[src/rtl/dog_pkg.sv]
// Shared widths, output-mode encoding and saturation helper for the DoG stage.
package dog_pkg;

    localparam int PIX_W    = 8;
    localparam int DIFF_W   = 9;
    localparam int SCALED_W = 11;
    localparam int CNT_W    = 19;

    typedef enum logic {
        MODE_ABS    = 1'b0,
        MODE_OFFSET = 1'b1
    } out_mode_e;

    // Clamp a signed value (one bit wider than the scaled difference) into 0..255.
    function automatic logic [PIX_W-1:0] sat_u8(input logic signed [SCALED_W:0] v);
        if (v < 0)
            return '0;
        else if (v > (SCALED_W+1)'(255))
            return 8'hff;
        else
            return v[PIX_W-1:0];
    endfunction

endpackage

[src/rtl/pixel_fifo.sv]
// First-word fall-through pixel FIFO; the head entry is visible combinationally
// so the consumer can pop and use the data on the same edge.
module pixel_fifo
    import dog_pkg::*;
#(
    parameter int DEPTH = 16
) (
    input  logic                     clock,
    input  logic                     reset,
    input  logic                     clear,
    input  logic                     wr_en,
    input  logic [PIX_W-1:0]         din,
    input  logic                     rd_en,
    output logic [PIX_W-1:0]         dout,
    output logic                     empty,
    output logic                     full,
    output logic [$clog2(DEPTH):0]   count
);

    localparam int AW = $clog2(DEPTH);

    logic [PIX_W-1:0] mem [DEPTH];
    logic [AW-1:0]    wr_ptr;
    logic [AW-1:0]    rd_ptr;
    logic             wr_ok;
    logic             rd_ok;

    // A full FIFO still takes a write when the head leaves on the same edge.
    assign wr_ok = wr_en && !clear && (!full || rd_en);
    assign rd_ok = rd_en && !clear && !empty;

    assign dout  = mem[rd_ptr];
    assign empty = (count == '0);
    assign full  = (count == (AW+1)'(DEPTH));

    // Storage array, no reset needed: pointers define what is valid.
    always_ff @(posedge clock) begin
        if (wr_ok)
            mem[wr_ptr] <= din;
    end

    // Pointer and occupancy bookkeeping.
    always_ff @(posedge clock or posedge reset) begin
        if (reset) begin
            wr_ptr <= '0;
            rd_ptr <= '0;
            count  <= '0;
        end else if (clear) begin
            wr_ptr <= '0;
            rd_ptr <= '0;
            count  <= '0;
        end else begin
            if (wr_ok) wr_ptr <= wr_ptr + 1'b1;
            if (rd_ok) rd_ptr <= rd_ptr + 1'b1;
            case ({wr_ok, rd_ok})
                2'b10:   count <= count + 1'b1;
                2'b01:   count <= count - 1'b1;
                default: count <= count;
            endcase
        end
    end

endmodule

[src/rtl/dog_stream_subtractor.sv]
// Difference-of-Gaussians stage: aligns two pixel streams, subtracts pairwise,
// scales/formats to 8 bits and presents the result under ready/valid.
module dog_stream_subtractor
    import dog_pkg::*;
#(
    parameter int DEPTH       = 16,
    parameter int N_PIXEL     = 480000,
    parameter int SHIFT       = 0,
    parameter int OFFSET_MODE = 0
) (
    input  logic              clock,
    input  logic              reset,
    input  logic              clear,
    input  logic              a_valid,
    input  logic [PIX_W-1:0]  a_pixel,
    input  logic              b_valid,
    input  logic [PIX_W-1:0]  b_pixel,
    output logic [PIX_W-1:0]  dout,
    output logic              valid,
    input  logic              ready,
    output logic              done,
    output logic              overflow,
    output logic [CNT_W-1:0]  pixel_count
);

    localparam int CW = $clog2(DEPTH) + 1;
    localparam logic signed [SCALED_W:0] S_MAX = (SCALED_W+1)'(1023);
    localparam logic signed [SCALED_W:0] S_MIN = -(SCALED_W+1)'(1024);

    logic              a_empty, a_full, b_empty, b_full;
    logic [PIX_W-1:0]  a_head, b_head;
    logic [CW-1:0]     a_count, b_count;
    logic              unused_counts;
    logic              pop;
    logic              accept;

    logic signed [DIFF_W-1:0]   diff;
    logic signed [SCALED_W:0]   wide;
    logic signed [SCALED_W-1:0] s;
    logic signed [SCALED_W:0]   s_ext;
    logic signed [SCALED_W:0]   mag;
    logic [PIX_W-1:0]           fmt;

    assign unused_counts = ^{a_count, b_count};

    // Both heads leave together, only when the output slot is free or draining.
    assign pop    = !a_empty && !b_empty && (!valid || ready) && !clear;
    assign accept = valid && ready && !clear;

    pixel_fifo #(.DEPTH(DEPTH)) u_fifo_a (
        .clock (clock), .reset (reset), .clear (clear),
        .wr_en (a_valid), .din (a_pixel), .rd_en (pop),
        .dout  (a_head), .empty (a_empty), .full (a_full), .count (a_count)
    );

    pixel_fifo #(.DEPTH(DEPTH)) u_fifo_b (
        .clock (clock), .reset (reset), .clear (clear),
        .wr_en (b_valid), .din (b_pixel), .rd_en (pop),
        .dout  (b_head), .empty (b_empty), .full (b_full), .count (b_count)
    );

    // Subtract, apply gain and format. The shift is done one bit wide and then
    // clamped into the 11-bit range so SHIFT=3 cannot wrap the sign.
    always_comb begin
        diff  = $signed({1'b0, a_head}) - $signed({1'b0, b_head});
        wide  = (SCALED_W+1)'(diff) <<< SHIFT;
        if (wide > S_MAX)
            s = SCALED_W'(S_MAX);
        else if (wide < S_MIN)
            s = SCALED_W'(S_MIN);
        else
            s = SCALED_W'(wide);
        s_ext = (SCALED_W+1)'(s);
        mag   = (s_ext < 0) ? -s_ext : s_ext;
        if (OFFSET_MODE == int'(MODE_OFFSET))
            fmt = sat_u8(s_ext + (SCALED_W+1)'(128));
        else
            fmt = sat_u8(mag);
    end

    // Output register: load on pop, drop valid once taken, hold under backpressure.
    always_ff @(posedge clock or posedge reset) begin
        if (reset) begin
            dout  <= '0;
            valid <= 1'b0;
        end else if (clear) begin
            dout  <= '0;
            valid <= 1'b0;
        end else if (pop) begin
            dout  <= fmt;
            valid <= 1'b1;
        end else if (accept) begin
            valid <= 1'b0;
        end
    end

    // Frame counter with single-cycle done pulse on the last pixel.
    always_ff @(posedge clock or posedge reset) begin
        if (reset) begin
            pixel_count <= '0;
            done        <= 1'b0;
        end else if (clear) begin
            pixel_count <= '0;
            done        <= 1'b0;
        end else begin
            done <= 1'b0;
            if (accept) begin
                if (pixel_count == CNT_W'(N_PIXEL - 1)) begin
                    pixel_count <= '0;
                    done        <= 1'b1;
                end else begin
                    pixel_count <= pixel_count + 1'b1;
                end
            end
        end
    end

    // Sticky overflow: a pixel arrived at a full FIFO with no pop to make room.
    always_ff @(posedge clock or posedge reset) begin
        if (reset)
            overflow <= 1'b0;
        else if (clear)
            overflow <= 1'b0;
        else if ((a_valid && a_full && !pop) || (b_valid && b_full && !pop))
            overflow <= 1'b1;
    end

endmodule

[config.mk]
export PLATFORM = sky130hd
export DESIGN_NAME = dog_stream_subtractor
export DESIGN_NICKNAME = d
export VERILOG_FILES = /design/src/rtl/dog_pkg.sv /design/src/rtl/pixel_fifo.sv /design/src/rtl/dog_stream_subtractor.sv
export SDC_FILE = /design/constraint.sdc
export NUM_CORES = 1
export LEC_CHECK = 0
export BUFFER_PORTS_ARGS = -buffer_cell sky130_fd_sc_hd__buf_4
export CORE_ASPECT_RATIO = 0.9
export CORE_MARGIN = 5
export CORE_UTILIZATION = 49
export DETAILED_ROUTE_END_ITERATION = 10
export PLACE_DENSITY_LB_ADDON = 0.25
export RECOVER_POWER = 50
export SLEW_MARGIN = 20
export SYNTH_ARGS = -nofsm -noshare
export SYNTH_HDL_FRONTEND = slang
export SYNTH_SLANG_ARGS = --single-unit
[constraint.sdc]
create_clock -name clock -period 5.7 [get_ports clock]
set_input_delay 1.71 -clock clock [delete_from_list [all_inputs] [get_ports clock]]
set_output_delay 1.71 -clock clock [all_outputs]
set_load 0.05 [all_outputs]
==> reports/qor.yml, run 1 <==
synth-compound-area-share: 0.0862
grt_pass1_wl_um: 45600
first_pass_iters: 5
dr.first_iter.drc_count: 654
clk_latency_ns: 0.55
cts.sinks: 312
fp.dieArea_um2: 31300
fin_area_um2: 15400
reg2regPathDepth: 13
yosys_warnings: 0
io-pin-count: 52
clk_pin_slew_ns: 0.06
coreArea_um2: 27700
vias: 7954
path_cells: "clkbuf_1, nor3_1, fa_1, a21o_1, a21o_1, nor3_1, a31oi_1, xor2_1, nor2_1"
yosysSeqAreaShare: 0.665
crit_type: "input pin to register"
antenna_found_initial: 0
postCtsSetupBuffers: 0
finalPower_mw: 6.56
rsz0062_at_grt: "false"
fillers: 2228
fin_nets: 1028
diodes: 0
path_buf_inv: 1
start_util: 0.493
worstSetupEndpointType: "register"
totalWireLength_um: 29000
async_flop_share: 0.179
dp_cells: 1304
first_global_vias: 7725
postCtsResizedCells: 0
power_density_nw_per_um2: 426
hp-class: "register to register"
place_congestion: 0.837
final_common_cell: "edfxtp_1"
violations: "max-capacitance violations, max-slew violations"
cp-start-kind: "input pin"
drc_errors: 0
hold_path_depth: 2
synth_xor_xnor_area_share: 0.0212
die_y_um: 168
setup_viol_count_final: 0
grt_usage: 0.187
synthCells: 914
fin_cells: 1360
crit_arrival_ns: 5.03
die_w_um: 186
synth_simple_gate_area_frac: 0.0778
dp_hpwl_um: 19200
muxShareOfSynthArea: 0.102
fin_setup_tns_ns: 0
peakVddDrop_mv: 0.246
synth_seq_cells: 312
utilization: 0.555
synthToLayoutAreaGrowth_pct: 12.7
synth-adder-area-share: 0.0282
finClkSkew_ns: 0.0113
avgRoutedWirePerCell_um: 21.3
cts_tree: "done"
slowest_delay_ns: 1.57
syn_area_um2: 13700
status: "finished, violations left"
cellLeakagePower_nw: 5.36
drt.antenna.violating_nets: 0
drv_slew: 77
clock_path_buffers: 3
max_slew_margin: -0.493
cp_max_fo: 47
synthDistinctLibCells: 62
htreeDepth: 1
final_cell_mix: "edfxtp_1 (256), mux2i_1 (61), dfrtp_1 (54)"
drive_gt1_frac: 0.148
cpMaxStageDelayCell: "clkbuf_1"
io_buffer_count: 51
ctsRootBufferMaster: "clkbuf_16"
synth_top_family_by_area: "multiplexers"
synthesis.nets: 965
cap_violations: 2
fin_crit_ns: 4.69
fmax_mhz: 213
cp_num_cells: 9
hold_violations: 0
synth-edff-count: 256
grt_max_degree: 48
rows: 58
syn_avg_cell_area_um2: 14.9
gr-total-overflow: 0
crit_family: "buffers and inverters"
worstPathRequired_ns: 6.05
min_period_over_period: 0.822
worst_slew_pin_slew_ns: 2.24
cts_hold_buf: 0
cts_made_buffers: 31
placed_cell_area_um2: 14500
ys.flop_type: "edfxtp_1"
via_per_inst: 5.85
[power breakdown]
part / internal, mW / leakage (nW) / total [mW] / switching [mW]
sequential: 2.56 / 3.08 / 2.76 / 0.195
clock: 1.17 / 0.491 / 1.98 / 0.808
combinational: 0.749 / 1.80 / 1.82 / 1.07
total: 4.49 / 5.36 / 6.56 / 2.08
[metrics by stage]
stage | hold slack, ns | setup WS (ns)
2_1_floorplan | 0.501 | 1.72
3_3_place_gp | 0.485 | 1.24
3_5_place_dp | 0.494 | 1.21
4_1_cts | 0.511 | 1.12
5_1_grt | 0.555 | 0.631
6_report | 0.504 | 1.01
[cell usage after synthesis, drive strengths merged (3+ instances only)]
cell    number  area, um^2
a211oi       7        62.6
a21o         8        60.1
a21oi       29         153
a221oi      31         272
a22oi        9        67.6
a311oi       3        26.3
a31oi        3        18.8
and2        24         150
and3         5        31.3
buf         17        83.8
clkbuf      25        93.8
dfrtp       56        1400
edfxtp     256        7690
fa           3        60.1
ha          26         325
inv         21        78.8
mux2         6        67.6
mux2i       61         611
mux4        32         721
nand2       52         195
nand2b      11        68.8
nand3       19        95.1
nand4        7        43.8
nor2        54         205
nor2b        5        31.3
nor3        15        75.1
nor4         4        25.0
o21a         7        52.6
o21ai       46         230
o31ai       11        82.6
or4          4        37.5
xnor2        8        70.1
xor2        25         219
[metal layers]
layer | up-vias | share of wire | routed length (um) | track usage
met2 | 242 | 0.44 | 12700 | 0.264
met5 | - | 0 | 0 | 0
met4 | 0 | 0.013 | 369 | 0.0336
li1 | 3677 | - | - | -
met3 | 33 | 0.076 | 2220 | 0.0426
met1 | 4002 | 0.47 | 13700 | 0.303
[cell type report]
| class | count | area [um^2] | share of cell area |
|---|---|---|---|
| Timing Repair Buffer | 72 | 465 | 0.0302 |
| Sequential cell | 312 | 9090 | 0.591 |
| Multi-Input combinational cell | 538 | 4310 | 0.280 |
| Tap cell | 360 | 450 | 0.0293 |
| Inverter | 22 | 82.6 | 0.00536 |
| Clock inverter | 12 | 134 | 0.00870 |
| Clock buffer | 44 | 856 | 0.0556 |
[worst min-delay path: stages, from the launching register on]
cell and delay [ns]:
dfrtp_1 0.35, a21oi_1 0.05, nor2_1 0.07
[sequential cells by signal, indices dropped and copies added, names as in the netlist, 5 cells and up]
signal          cells
u_fifo_a.count      5
dout                8
u_fifo_a.mem      128
u_fifo_b.count      5
pixel_count        19
u_fifo_b.mem      128
[final timing paths]
kind                               startpoint                 end  slack, ns
setup reg to reg           u_fifo_b.rd_ptr[0]             dout[3]       1.13
setup / recovery                        clear   u_fifo_b.count[4]       1.01
hold / removal                       overflow            overflow       0.50
max in group asynchronous               reset  u_fifo_a.rd_ptr[0]       2.04
hold reg to reg                      overflow            overflow       0.50
min in group asynchronous               reset     pixel_count[18]       1.45
[kinds of logic after synthesis]
family / count (synthesis)
and+or+nand+nor: 212
AOI/OAI and AO/OA: 165
buffers and inverters: 64
adders and majority gates: 29
muxes: 99
DFF: 312
xor gates and xnor gates: 33
(Power assumes the default switching activity.)
==> run 2, diff against run 1 <==
==> constraint.sdc (replaced) <==
create_clock -name clock -period 4.3 [get_ports clock]
set_input_delay 1.29 -clock clock [delete_from_list [all_inputs] [get_ports clock]]
set_output_delay 1.29 -clock clock [all_outputs]
set_load 0.05 [all_outputs]
==> reports/qor.yml, run 2 (synthesis gave the netlist of run 1 again) <==
finalPower_mw: 9.22  # +40%
postCtsResizedCells: 0  # unchanged
antenna_found_initial: 0  # unchanged
crit_type: "register to register"
cellLeakagePower_nw: 5.56  # +3.6%
status: "finished, violations left"
min_period_over_period: 0.931
hold_violations: 0  # unchanged
cpMaxStageDelayCell: "dfrtp_2"
crit_family: "compound AO/OA/AOI/OAI gates"
finClkSkew_ns: 0.0116  # +0.000307 ns
cp_max_fo: 19  # -60%
fmax_mhz: 250
clk_pin_slew_ns: 0.06  # about the same
coreArea_um2: 27700  # unchanged
grt_usage: 0.191  # +0.00365
worst_slew_pin_slew_ns: 1.59  # -0.648 ns
hp-class: "register to register"
dp_hpwl_um: 19400  # +1.2%
peakVddDrop_mv: 0.357  # +45%
utilization: 0.569  # +0.0138
first_pass_iters: 5  # unchanged
grt_pass1_wl_um: 46300  # +1.7%
grt_max_degree: 48  # unchanged
cts_hold_buf: 0  # unchanged
dp_cells: 1324  # +1.5%
fin_nets: 1051  # +2.2%
die_y_um: 168  # unchanged
vias: 8053  # +1.2%
clock_path_buffers: 3  # unchanged
max_slew_margin: -0.0618  # +0.431
drt.antenna.violating_nets: 0  # unchanged
diodes: 0  # unchanged
rsz0062_at_grt: "false"
drv_slew: 38  # -51%
synthToLayoutAreaGrowth_pct: 15.5
cts_tree: "done"
io-pin-count: 52  # unchanged
path_buf_inv: 2  # +1
drc_errors: 0  # unchanged
crit_arrival_ns: 4.38  # -0.65 ns
gr-total-overflow: 0  # unchanged
clk_latency_ns: 0.50  # -0.05 ns
io_buffer_count: 51  # unchanged
cap_violations: 1  # -1
start_util: 0.493  # unchanged
cp-start-kind: "register"
fillers: 2217  # -0.49%
avgRoutedWirePerCell_um: 21.4  # +0.46%
path_cells: "buf_12, mux4_2, a22oi_1, and2_1, inv_1, ha_1, nand2b_1, a21oi_1, or3_4, a2111oi_4, a41oi_4, a211oi_1"
final_common_cell: "edfxtp_1"
fp.dieArea_um2: 31300  # unchanged
violations: "max-capacitance violations, max-slew violations"
drive_gt1_frac: 0.167  # +0.0187
worstPathRequired_ns: 4.68  # -1.37 ns
slowest_delay_ns: 0.66  # -0.91 ns
worstSetupEndpointType: "register"
place_congestion: 0.867  # +3.6%
rows: 58  # unchanged
final_cell_mix: "edfxtp_1 (256), buf_4 (64), mux2i_1 (61)"
rrSetupSlack_ns: 0.30  # -0.83 ns
cts.sinks: 312  # unchanged
dr.first_iter.drc_count: 695  # +6.3%
ctsRootBufferMaster: "clkbuf_16"
fin_setup_tns_ns: 0  # unchanged
power_density_nw_per_um2: 584  # +37%
setup_viol_count_final: 0  # unchanged
cts_made_buffers: 34  # +9.7%
htreeDepth: 2  # +1
fin_crit_ns: 4.00
die_w_um: 186  # unchanged
top_regs: "u_fifo_a.mem x128, u_fifo_b.mem x128, pixel_count x19"
first_global_vias: 8026  # +3.9%
totalWireLength_um: 29700  # +2.4%
via_per_inst: 5.81  # -0.65%
fin_cells: 1386  # +1.9%
postCtsSetupBuffers: 0  # unchanged
-- run 2: cell count changes in the layout (fill, tap and decap cells not counted), sizes merged --
cell and delta:
clkinv +3, clkinvlp +3, inv -1, bufinv +3, buf +17, clkbuf +1
-- run 2: where the power goes --
group	switching, mW	internal [mW]
combinational	1.48	1.08
clock	1.17	1.93
sequential	0.162	3.40
-- run 2: final timing paths --
kind | depth (start not counted) | startpoint | end
worst max-delay path | 12 | u_fifo_a.rd_ptr[0] | dout[3]
worst min-delay path | 2 | overflow | overflow
worst max register to register | 12 | u_fifo_a.rd_ptr[0] | dout[3]
worst min register to register | 2 | overflow | overflow
max in group asynchronous | 3 | reset | u_fifo_b.rd_ptr[0]
min in group asynchronous | 2 | reset | u_fifo_b.count[3]
-- run 2: through the flow --
stage / cell area, um^2 / worst slack [ns] / hold WS [ns]
final: 15800 / 0.298 / 0.519
after global routing: 15800 / 0.0906 / 0.574
after CTS: 15900 / 0.281 / 0.532
after detailed placement: 14700 / 0.326 / 0.516
after global placement: 14700 / 0.400 / 0.489
after floorplan: 13700 / 0.324 / 0.501
-- run 2: tightest hold or removal path, stage by stage, from the launching register on --
cell and delay, ns:
dfrtp_1 0.34, a21oi_1 0.05, nor2_1 0.08
-- run 2: cell type report --
class / instances / area, um^2 / share of cell area
flip-flops and latches: 312 / 9090 / 0.576
multi-input cells: 538 / 4290 / 0.272
clock buffers: 42 / 945 / 0.0599
repair buffers: 92 / 654 / 0.0415
well taps: 360 / 450 / 0.0286
clock inverters: 20 / 260 / 0.0165
inverters: 22 / 82.6 / 0.00523
-- run 2: metal layers --
metal  vias to the layer above  routed length, um  global-route usage
met4                         0                460              0.0402
met3                        42               2200              0.0387
met1                      4018              13600               0.298
li1                       3707                  -                   -
met5                         -                  0                   0
met2                       286              13400               0.281
==> run 3, diff against run 2 <==
--- a/config.mk
+++ b/config.mk
@@ -10,7 +10,7 @@
 export CORE_MARGIN = 5
 export CORE_UTILIZATION = 49
 export DETAILED_ROUTE_END_ITERATION = 10
-export PLACE_DENSITY_LB_ADDON = 0.25
+export PLACE_DENSITY_LB_ADDON = 0.05
 export RECOVER_POWER = 50
 export SLEW_MARGIN = 20
 export SYNTH_ARGS = -nofsm -noshare
==> reports/qor.yml, run 3 (synthesis gave the netlist of run 1 again) <==
io_buffer_count: 51  # unchanged
coreArea_um2: 27700  # unchanged
cap_violations: 1  # unchanged
cts_tree: "done"
cts.sinks: 312  # unchanged
vias: 8015  # -0.47%
cts_hold_buf: 0  # unchanged
reg2regPathDepth: 14  # +2
cp-start-kind: "register"
worst_slew_pin_slew_ns: 1.67  # +0.0756 ns
violations: "max-capacitance violations, max-slew violations"
grt_usage: 0.200  # +0.00935
gr-total-overflow: 0  # unchanged
dr.first_iter.drc_count: 598  # -14%
cp-startpoint: "u_fifo_b.rd_ptr[0]"
cellLeakagePower_nw: 5.57  # +0.17%
drc_errors: 0  # unchanged
setup_viol_count_final: 0  # unchanged
p_switching_mw: 2.85  # +1.4%
r2r_end: "dout[7]"
internal_power_mw: 6.48  # +1.1%
final_cell_mix: "edfxtp_1 (256), buf_4 (65), mux2i_1 (61)"
top_regs: "u_fifo_a.mem x128, u_fifo_b.mem x128, pixel_count x19"
place_congestion: 0.863  # -0.44%
dp_hpwl_um: 21500  # +11%
diodes: 0  # unchanged
reg2reg_from: "u_fifo_b.rd_ptr[0]"
slowest_delay_ns: 0.64  # -0.02 ns
setup_slack_ns: 0.229  # -0.0690 ns
min_from: "overflow"
pwr-share-seq: 0.383  # -0.003
min_period_over_period: 0.947  # +0.0160
cts_made_buffers: 34  # unchanged
cpMaxStageDelayCell: "a2111oi_0"
avgRoutedWirePerCell_um: 22.3  # +3.8%
fin_area_um2: 15800  # about the same
die_w_um: 186  # unchanged
finClkSkew_ns: 0.0193  # +0.00771 ns
endpoint: "dout[7]"
rrSetupSlack_ns: 0.23  # -0.07 ns
grt_max_degree: 48  # unchanged
start_util: 0.493  # unchanged
ctsRootBufferMaster: "clkbuf_16"
fin_nets: 1049  # -0.19%
clock_path_buffers: 3  # unchanged
fin_setup_tns_ns: 0  # unchanged
die_y_um: 168  # unchanged
postCtsResizedCells: 0  # unchanged
io-pin-count: 52  # unchanged
grt_pass1_wl_um: 48000  # +3.7%
htreeDepth: 2  # unchanged
crit_top_cell: "nand2_1"
synthToLayoutAreaGrowth_pct: 15.5  # about the same
fillers: 2212  # -0.23%
status: "finished, violations left"
via_per_inst: 5.80  # -0.26%
antenna_found_initial: 0  # unchanged
drv_slew: 41  # +7.9%
first_pass_iters: 5  # unchanged
fp.dieArea_um2: 31300  # unchanged
final_common_cell: "edfxtp_1"
hp-class: "register to register"
peakVddDrop_mv: 0.354  # -0.77%
pre_cts_ws_ns: 0.209  # -0.118 ns
first_global_vias: 8178  # +1.9%
fin_crit_ns: 4.07  # +0.0690 ns
drt.antenna.violating_nets: 0  # unchanged
worstPathRequired_ns: 4.70  # +0.02 ns
rows: 58  # unchanged
crit_type: "register to register"
drive_gt1_frac: 0.167  # +0.000489
totalWireLength_um: 30800  # +3.6%
path_cells: "buf_12, mux2i_1, nand2_1, nand2_1, a21oi_1, o21a_1, a221oi_1, ha_1, a21oi_2, nand2_1, or3_4, a2111oi_0, nand4_1, and3_1"
fmax_mhz: 246  # -1.7%
placed_cell_area_um2: 14600  # -0.27%
worstSetupEndpointType: "register"
power_frac_clock: 0.341  # +0.005
power_density_nw_per_um2: 591  # +1.2%
clk_latency_ns: 0.51  # about the same
cp_max_fo: 26  # +7
postCtsSetupBuffers: 0  # unchanged
max_slew_margin: -0.112  # -0.0504
clk_pin_slew_ns: 0.06  # about the same
hold_path_depth: 2  # unchanged
rsz0062_at_grt: "false"
crit_arrival_ns: 4.47  # +0.09 ns
combinationalPowerShare: 0.275  # -0.003
swShare: 0.305  # +0.000504
hold_violations: 0  # unchanged
## run 3: power by group through the flow
| stage | logic (mW) | clock network, mW | registers [mW] |
|---|---|---|---|
| after floorplan | 1.79 | 0 | 3.68 |
| after global placement | 2.54 | 0 | 3.62 |
| after detailed placement | 2.61 | 0 | 3.63 |
| after CTS | 2.64 | 3.25 | 3.57 |
| after global routing | 2.79 | 3.38 | 3.59 |
| final | 2.57 | 3.19 | 3.57 |
## run 3: area by class of cell
class                           instances  area (um^2)  area share
Sequential cell                       312         9090       0.576
Multi-Input combinational cell        538         4290       0.272
Clock buffer                           37          872      0.0553
Timing Repair Buffer                   90          618      0.0392
Tap cell                              360          450      0.0286
Clock inverter                         24          368      0.0233
Inverter                               22         82.6     0.00523
## run 3: metrics by stage
| step | cells | hold slack, ns | util | power [mW] |
|---|---|---|---|---|
| final | 1383 | 0.528 | 0.569 | 9.33 |
| after global routing | 1383 | 0.585 | 0.569 | 9.77 |
| after CTS | 1383 | 0.551 | 0.573 | 9.46 |
| after detailed placement | 1322 | 0.533 | 0.528 | 6.24 |
| after global placement | 1322 | 0.485 | 0.528 | 6.17 |
| after floorplan | 914 | 0.501 | - | 5.48 |
## run 3: metal layers
layer	track usage	wire length, um	vias up
met4	0.0488	607	0
met5	0	0	-
met2	0.296	13800	222
met3	0.0359	1810	46
li1	-	-	3720
met1	0.311	14600	4027
## run 3: critical path: cells and delay by family, from the launching register on
kind / cells / cell delay, ns
buffers and inverters: 1 / 0.26
AO/OA/AOI/OAI: 5 / 1.38
adder cells (fa/ha/maj): 1 / 0.38
multiplexers: 1 / 0.31
flip-flops: 1 / 0.59
AND/OR/NAND/NOR: 6 / 1.04
## run 3: worst min-delay path by stage
stage / to / slack [ns]
2_1_floorplan: u_fifo_a.count[3] / 0.50
3_3_place_gp: overflow / 0.48
3_5_place_dp: overflow / 0.53
4_1_cts: overflow / 0.55
5_1_grt: overflow / 0.58
6_report: overflow / 0.53
